[config.mk]
export PLATFORM = sky130hd
export DESIGN_NAME = seq_step_ctrl_flat
export DESIGN_NICKNAME = d
export VERILOG_FILES = /design/src/rtl/seq_step_ctrl_if.sv /design/src/rtl/seq_step_ctrl.sv /design/src/flat_wrapper.sv
export SDC_FILE = /design/constraint.sdc
export NUM_CORES = 1
export LEC_CHECK = 0
export ABC_AREA = 1
export BUFFER_PORTS_ARGS = -buffer_cell sky130_fd_sc_hd__buf_2
export CORE_MARGIN = 2
export CORE_UTILIZATION = 47
export DETAILED_ROUTE_END_ITERATION = 8
export PLACE_DENSITY = 0.66
export SETUP_SLACK_MARGIN = 0.5
export SYNTH_ARGS = -nofsm -noshare
export SYNTH_HDL_FRONTEND = slang
export SYNTH_SLANG_ARGS = --single-unit
[constraint.sdc]
create_clock -name clk -period 2.7 [get_ports clk]
set_input_delay 0.135 -clock clk [delete_from_list [all_inputs] [get_ports clk]]
set_output_delay 0.135 -clock clk [all_outputs]
set_load 0.005 [all_outputs]
[src/rtl/seq_step_ctrl_if.sv]
// Control and status bundle for the step-sequencer timing controller.
// start/stop are single-cycle requests sampled on every rising clk; pause and loop are levels;
// status outputs are registered and valid one cycle after the edge that caused them.
interface seq_step_ctrl_if #(
  parameter int PRE_W   = 16,
  parameter int DIGIT_W = 4
);
  logic               start;
  logic               stop;
  logic               pause;
  logic               loop;
  logic [PRE_W-1:0]   div;
  logic [DIGIT_W-1:0] len_u;
  logic [DIGIT_W-1:0] len_t;
  logic               busy;
  logic               step_ce;
  logic [DIGIT_W-1:0] q_u;
  logic [DIGIT_W-1:0] q_t;
  logic               wrap;
  logic               done;

  modport master (
    output start, stop, pause, loop, div, len_u, len_t,
    input  busy, step_ce, q_u, q_t, wrap, done
  );

  modport slave (
    input  start, stop, pause, loop, div, len_u, len_t,
    output busy, step_ce, q_u, q_t, wrap, done
  );
endinterface

[src/rtl/seq_step_ctrl.sv]
// Step-sequencer timing controller: prescaled step ticks drive a two-digit BCD step counter
// sequenced through IDLE/RUN/PAUSED/DONE.
module seq_step_ctrl #(
  parameter int PRE_W   = 16,
  parameter int DIGIT_W = 4
) (
  input  logic             clk,
  input  logic             rst_n,
  seq_step_ctrl_if.slave   bus,
  output logic [1:0]       state_dbg
);

  localparam logic [1:0] S_IDLE   = 2'd0;
  localparam logic [1:0] S_RUN    = 2'd1;
  localparam logic [1:0] S_PAUSED = 2'd2;
  localparam logic [1:0] S_DONE   = 2'd3;

  localparam logic [DIGIT_W-1:0] NINE = DIGIT_W'(9);

  logic [1:0]         state;
  logic [PRE_W-1:0]   presc;
  logic [PRE_W-1:0]   div_l;
  logic [DIGIT_W-1:0] q_u, q_t;
  logic [DIGIT_W-1:0] last_u, last_t;
  logic               busy, step_ce, wrap, done;

  logic [PRE_W-1:0]   div_eff;
  logic [DIGIT_W-1:0] lu_c, lt_c;
  logic [DIGIT_W-1:0] last_u_n, last_t_n;
  logic               tick;
  logic               at_last;

  // The last step index (LEN-1) is latched as BCD so the end test is a plain digit compare;
  // a length of 00 means 100 steps, so the last step is 99.
  always_comb begin
    div_eff  = (bus.div == '0) ? PRE_W'(1) : bus.div;
    lu_c     = (bus.len_u > NINE) ? NINE : bus.len_u;
    lt_c     = (bus.len_t > NINE) ? NINE : bus.len_t;
    last_u_n = NINE;
    last_t_n = NINE;
    if (lu_c != '0) begin
      last_u_n = lu_c - DIGIT_W'(1);
      last_t_n = lt_c;
    end else if (lt_c != '0) begin
      last_u_n = NINE;
      last_t_n = lt_c - DIGIT_W'(1);
    end
  end

  assign tick    = (presc == div_l - PRE_W'(1));
  assign at_last = (q_u == last_u) && (q_t == last_t);

  always_ff @(posedge clk or negedge rst_n) begin
    if (!rst_n) begin
      state   <= S_IDLE;
      presc   <= '0;
      div_l   <= PRE_W'(1);
      q_u     <= '0;
      q_t     <= '0;
      last_u  <= NINE;
      last_t  <= NINE;
      busy    <= 1'b0;
      step_ce <= 1'b0;
      wrap    <= 1'b0;
      done    <= 1'b0;
    end else begin
      step_ce <= 1'b0;
      wrap    <= 1'b0;
      done    <= 1'b0;
      if (bus.stop) begin
        state <= S_IDLE;
        presc <= '0;
        q_u   <= '0;
        q_t   <= '0;
        busy  <= 1'b0;
      end else if (bus.start) begin
        state   <= S_RUN;
        presc   <= '0;
        q_u     <= '0;
        q_t     <= '0;
        div_l   <= div_eff;
        last_u  <= last_u_n;
        last_t  <= last_t_n;
        busy    <= 1'b1;
        step_ce <= 1'b1;
      end else if (state == S_RUN || state == S_PAUSED) begin
        if (bus.pause) begin
          // Freeze everything, including a tick that would have landed this cycle.
          state <= S_PAUSED;
        end else begin
          // Leaving PAUSED counts in the same cycle, so the remaining period is exact.
          state <= S_RUN;
          if (tick) begin
            presc <= '0;
            if (at_last) begin
              if (bus.loop) begin
                q_u     <= '0;
                q_t     <= '0;
                div_l   <= div_eff;
                step_ce <= 1'b1;
                wrap    <= 1'b1;
              end else begin
                state <= S_DONE;
                busy  <= 1'b0;
                done  <= 1'b1;
              end
            end else begin
              step_ce <= 1'b1;
              if (q_u == NINE) begin
                q_u <= '0;
                q_t <= (q_t == NINE) ? '0 : q_t + DIGIT_W'(1);
              end else begin
                q_u <= q_u + DIGIT_W'(1);
              end
            end
          end else begin
            presc <= presc + PRE_W'(1);
          end
        end
      end
    end
  end

  assign bus.busy    = busy;
  assign bus.step_ce = step_ce;
  assign bus.q_u     = q_u;
  assign bus.q_t     = q_t;
  assign bus.wrap    = wrap;
  assign bus.done    = done;
  assign state_dbg   = state;

endmodule

[src/flat_wrapper.sv]
// flat-port wrapper written by rule: the top's interface ports become plain ports
module seq_step_ctrl_flat 
#(
  parameter int PRE_W   = 16,
  parameter int DIGIT_W = 4
)
  (clk, rst_n, state_dbg, bus_start, bus_stop, bus_pause, bus_loop, bus_div, bus_len_u, bus_len_t, bus_busy, bus_step_ce, bus_q_u, bus_q_t, bus_wrap, bus_done);
  seq_step_ctrl_if #(.PRE_W(PRE_W), .DIGIT_W(DIGIT_W)) bus_i ();
  input  logic clk;
  input  logic rst_n;
  output logic [1:0] state_dbg;
  input wire logic [$bits(bus_i.start)-1:0] bus_start;
  input wire logic [$bits(bus_i.stop)-1:0] bus_stop;
  input wire logic [$bits(bus_i.pause)-1:0] bus_pause;
  input wire logic [$bits(bus_i.loop)-1:0] bus_loop;
  input wire logic [$bits(bus_i.div)-1:0] bus_div;
  input wire logic [$bits(bus_i.len_u)-1:0] bus_len_u;
  input wire logic [$bits(bus_i.len_t)-1:0] bus_len_t;
  output wire logic [$bits(bus_i.busy)-1:0] bus_busy;
  output wire logic [$bits(bus_i.step_ce)-1:0] bus_step_ce;
  output wire logic [$bits(bus_i.q_u)-1:0] bus_q_u;
  output wire logic [$bits(bus_i.q_t)-1:0] bus_q_t;
  output wire logic [$bits(bus_i.wrap)-1:0] bus_wrap;
  output wire logic [$bits(bus_i.done)-1:0] bus_done;
  assign bus_i.start = bus_start;
  assign bus_i.stop = bus_stop;
  assign bus_i.pause = bus_pause;
  assign bus_i.loop = bus_loop;
  assign bus_i.div = bus_div;
  assign bus_i.len_u = bus_len_u;
  assign bus_i.len_t = bus_len_t;
  assign bus_busy = bus_i.busy;
  assign bus_step_ce = bus_i.step_ce;
  assign bus_q_u = bus_i.q_u;
  assign bus_q_t = bus_i.q_t;
  assign bus_wrap = bus_i.wrap;
  assign bus_done = bus_i.done;
  seq_step_ctrl #(.PRE_W(PRE_W), .DIGIT_W(DIGIT_W)) u_core (.clk(clk), .rst_n(rst_n), .bus(bus_i), .state_dbg(state_dbg));
endmodule
After elaboration in Yosys (flattened, before gate mapping). Cells that the tools add are included.

Magnitude comparators: 2. $add $sub $neg: 6. Muxes and demuxes: 67. Reductions and logical operators: 19. Bitwise gates (word level): 1. Eq/ne operators: 11.

Operators by type and width (count): 2-to-1 mux 16 bit (12); 2-to-1 mux 4 bit (21); 2-to-1 mux 1 bit (27); adder 16 x 1 -> 16 bit, second input constant (1); equality test 16 bit (1); zero test 16 bit (1); subtractor 16 x 1 -> 16 bit, second input constant (1); 2-to-1 mux 2 bit (7); nonzero test 4 bit (3); AND reduction 5 bit (2); nonzero test 3 bit (3); adder 4 x 1 -> 4 bit, second input constant (2); equality test 4 bit (2); equality test 4 bit, second input constant (2); > comparator 4 bit, second input constant (2); nonzero test 2 bit (4); subtractor 4 x 1 -> 4 bit, second input constant (2); inequality test 3 bit, second input constant (2); AND reduction 6 bit (1); inequality test 4 bit, second input constant (1); AND reduction 2 bit (2); AND reduction 4 bit (1); equality test 2 x 1 -> 1 bit, second input constant (1); equality test 2 bit, second input constant (1); other kinds (4) (4).

Bits in registers: 54. Input bits: 30. Logic and storage cells: 117. Output and inout port bits: 14.

Longest topological paths before layout.
Word-level depth: 9. Mapped depth: 17.

Worst setup path after synthesis. OpenSTA, ideal clock, no wires.

Path type: reg2reg. Start: register u_core.div_l[0]. End: register u_core.div_l[3]. Buffers on the path: 1. Library setup time: 0.121 ns. Period minus slack after synthesis: 2.154 ns. Stages on the path, launching flop included: 17. Arrival: 2.032 ns. Path slack: 0.546 ns. Cell sequence: dfstp_2 -> inv_2 -> ha_1 -> inv_1 -> nand2_1 -> nand2_1 -> nor2_1 -> nand2_1 -> nor2_1 -> nand2_1 -> nor2_1 -> nand2_1 -> nor2_4 -> nand4_4 -> nand2_4 -> buf_8 -> o21ai_1.

Word-level cells in the longest chain between the ends: 4.

RTL lines: start: declaration (RTL line seq_step_ctrl.sv:22) `logic [PRE_W-1:0] div_l;`; start signal: assignment (RTL line seq_step_ctrl.sv:81) `div_l <= div_eff;`; start signal: assignment (RTL line seq_step_ctrl.sv:99) `div_l <= div_eff;`; subtractor 16 x 1 -> 16 bit (RTL line seq_step_ctrl.sv:50) `assign tick = (presc == div_l - PRE_W'(1));`; equality test 16 bit (RTL line seq_step_ctrl.sv:50); nonzero test 2 bit (no line); AND reduction 6 bit (no line).

Every way passes these cells. A chain may end at the register's enable or synchronous reset.

Worst setup path in the final report.
Start: register u_core.div_l[0]. End: register u_core.div_l[9].

The elaborated chain is that of the path after synthesis.

==> results.py <==
metrics = {
    "global_route": {
        "grt_remaining_overflow": 0,
        "grt_pass1_wl_mm": 15.4,
        "largest_net_degree_at_the_start_of_global_routing": 23,
        "antenna_found_initial": 0,
        "via_count_of_the_first_global_routing_pass": 3308,
        "grt.total_usage": 0.222,
    },
    "sta": {
        "max_freq_mhz": 438,
        "post_route_clock_period_utilization": 0.845,
        "finalSetupTns_ns": 0,
        "worst-slew-pin-transition_ns": 0.851,
        "worst_slew_margin_rel": 0.431,
        "finalHoldViolCount": 0,
        "post-route-min-period_ns": 2.28,
        "clock-skew-final_ns": 0.00456,
        "report.final.slew_viol_count": 0,
        "setup_viol": 0,
        "hold-worst-slack_ns": 0.0170,
        "grt_setup_unrepaired": "yes",
    },
    "worst_setup_path": {
        "critical_path_peak_fanout": 4,
        "timing.critical_path.mode_cell": "nand2_1",
        "cp-start-kind": "flop",
        "data_required_time_at_the_worst_endpoint_ns": 2.91,
        "critical_path.reg2reg.startpoint": "u_core.div_l[0]",
        "highest_delay_cell_along_the_critical_path": "dfstp_2",
        "criticalPathCategory": "reg -> reg",
        "cp_slowest_stage_delay_ns": 0.57,
        "timing.critical_path.max_delay_family": "simple AND/OR/NAND/NOR gates",
        "setup.worst_path.end_class": "flop",
        "buffers_inverters_on_critical_path": 4,
        "critical_path_arrival_ns": 2.50,
        "timing.critical_path.cells": "inv_4 -> ha_4 -> inv_2 -> nand2_1 -> nand2_1 -> nor2_2 -> nand2_1 -> nor2_1 -> nand2_1 -> nor2_1 -> nand2_1 -> nor2_4 -> nand4_4 -> buf_12 -> buf_8 -> nand3_2 -> nand2_1",
        "r2r_setup_slack_ns": 0.42,
        "critical_path_origin": "u_core.div_l[0]",
    },
    "place": {
        "buffer_ports.inserted": 43,
        "number_of_cells_after_detailed_placement": 678,
        "sum_of_net_half_perimeters_after_detailed_placement_mm": 6.98,
        "routabilityCongestion": 0.903,
    },
    "power_and_ir_drop": {
        "pwr_density_cell_nw_per_um2": 437,
        "ir_drop_v": 0.000254,
        "power_leakage_nw": 2.24,
    },
    "synthesis": {
        "synthesis.nets": 569,
        "synth_largest_type_area_fraction": 0.326,
        "yosys_warnings": 0,
        "synth_flop_cell": "dfrtp_1",
        "syn_inst": 533,
        "leading_cell_types_by_total_area_after_synthesis": "dfrtp_1 33%, nand2_1 15%, inv_1 6.1%, nor2_1 5.7%, nand3_1 4.7%",
        "asyncSetResetFlopFracSynth": 1.00,
        "synthDistinctLibCells": 42,
        "yosys_register_bits": 54,
        "synth_edf_count": 0,
        "yosysTopAreaCell": "dfrtp_1",
        "post_synth_instance_area_sq_um": 3770,
        "syn_area_per_cell_sq_um": 7.07,
        "synth.yosys.seq_area_share": 0.360,
    },
    "clock_network": {
        "cts_root_buffer": "clkbuf_8",
        "clkSinkCount": 54,
        "cts_tree": "yes",
        "clkTransAtPathRegs_ns": 0.10,
        "clock_latency_ns": 0.31,
        "clock_tree.htree_level_count": 2,
        "clock_tree.buffer_depth": 2,
        "cts_inserted_buffers": 5,
    },
    "layout": {
        "most-common-layout-cells": "144 x nand2_1, 60 x inv_1, 54 x nor2_1, 49 x dfrtp_1, 43 x buf_2",
        "post-route-util": 0.597,
        "diodes": 0,
        "area_growth_syn_to_layout_pct": 22.6,
        "layout.cells.most_common": "nand2_1",
        "layout.cells.non_filler": 702,
        "fraction_of_layout_instances_using_a_drive_strength_above_1": 0.263,
        "n_fill_cell": 731,
        "finalNetCount": 635,
    },
    "die": {
        "floorplan.die.height_um": 93.5,
        "std_cell_rows": 32,
        "dieArea_sq_um": 8750,
        "top_level_ports": 44,
        "initial_core_util": 0.487,
        "fp.coreArea_sq_um": 7730,
        "dieWidth_um": 93.5,
    },
    "worst_hold_path": {
        "holdCritStartpoint": "bus_start",
        "hold_class": "in -> reg",
    },
    "detailed_routing": {
        "detail-route-antenna-nets": 0,
        "route.detailed.vias_per_inst": 5.19,
        "routedWlPerCell_um": 13.4,
        "drt_pre_antenna_iters": 5,
        "remaining_drc_errors": 0,
        "finalWirelength_mm": 9.40,
        "drt_first_iter_violations": 257,
        "vias": 3644,
    },
    "status": {
        "status": "finished clean",
    },
    "run": {
        "drv.max_cap_violation_count": 0,
    },
}
==> flip-flops by register name, summed over array words and instances (netlist names), 2 cells and up <==
name	count
u_core.div_l	16
u_core.presc	16
u_core.bus.q_t	4
u_core.bus.q_u	4
u_core.last_t	4
u_core.last_u	4
u_core.state_dbg	2
==> synthesized netlist by cell type (2+ instances only) <==
| master | number |
|---|---|
| nand2_1 | 154 |
| inv_1 | 61 |
| nor2_1 | 57 |
| dfrtp_1 | 49 |
| nand3_1 | 35 |
| nand2_2 | 19 |
| xor2_1 | 18 |
| o21ai_0 | 16 |
| nand4_1 | 15 |
| o22ai_1 | 12 |
| nor3_1 | 9 |
| nor2_2 | 7 |
| xnor2_1 | 7 |
| a21oi_1 | 6 |
| ha_1 | 6 |
| inv_2 | 6 |
| o21ai_1 | 6 |
| dfstp_2 | 5 |
| a31oi_1 | 4 |
| nand3b_1 | 4 |
| nor2_4 | 4 |
| nor4_1 | 4 |
| o21ai_2 | 4 |
| clkinv_1 | 3 |
| or2_2 | 3 |
| clkbuf_1 | 2 |
| o211ai_1 | 2 |
==> per-layer routing <==
layer | part of all wire | vias to the layer above | global-route usage
li1 | - | 1854 | -
met1 | 0.49 | 1690 | 0.323
met2 | 0.45 | 89 | 0.350
met3 | 0.046 | 11 | 0.0314
met4 | 0.013 | 0 | 0.0551
met5 | 0 | - | 0
==> cells by family after synthesis <==
| family | count (synthesis) | synth area share |
|---|---|---|
| xor+xnor | 25 | 0.0581 |
| buf+inv | 76 | 0.0844 |
| simple gates | 318 | 0.391 |
| compound gates | 54 | 0.0860 |
| flops | 54 | 0.360 |
| fa+ha+maj | 6 | 0.0199 |
==> path summary, 6_finish.rpt <==
kind / depth (start not counted) / end
max: 17 / u_core.div_l[9]
min: 2 / u_core.bus.wrap
max reg2reg: 17 / u_core.div_l[9]
min reg2reg: 2 / u_core.last_t[3]
max in group asynchronous: 3 / u_core.div_l[0]
min in group asynchronous: 2 / u_core.presc[0]
==> layout make-up <==
cell class              instances  area, sq um  area share
clock buffers                   5         68.8      0.0149
inverters                      70          265      0.0575
well taps                     102          128      0.0276
repair buffers                 61          399      0.0864
flip-flops and latches         54         1360       0.294
clock inverters                 3         40.0     0.00867
multi-input cells             407         2360       0.511
==> metrics by stage <==
step / power, W / area [sq um] / worst slack, ns
2_1_floorplan: 0.00128 / 3770 / 0.546
6_report: 0.00202 / 4620 / 0.419
4_1_cts: 0.00200 / 4460 / 0.384
3_3_place_gp: 0.00141 / 4100 / 0.273
3_5_place_dp: 0.00142 / 4100 / 0.217
5_1_grt: 0.00213 / 4620 / 0.211
==> where the power goes <==
group / switching [W] / internal [W] / total (W)
logic: 0.000330 / 0.000203 / 0.000533
registers: 0.0000688 / 0.000872 / 0.000941
clock network: 0.000270 / 0.000273 / 0.000544
total: 0.000669 / 0.00135 / 0.00202
==> repair_timing <==
item                                    4_1_cts  5_1_grt
hold endpoints to repair                     20        0
setup buffers                                 9        1
hold buffers                                  1        0
pin swaps                                    10       24
cloned                                        4        1
endpoints found under the setup margin       40       45
gates resized for setup                      28       39
Power figures use the tool's default switching activity.
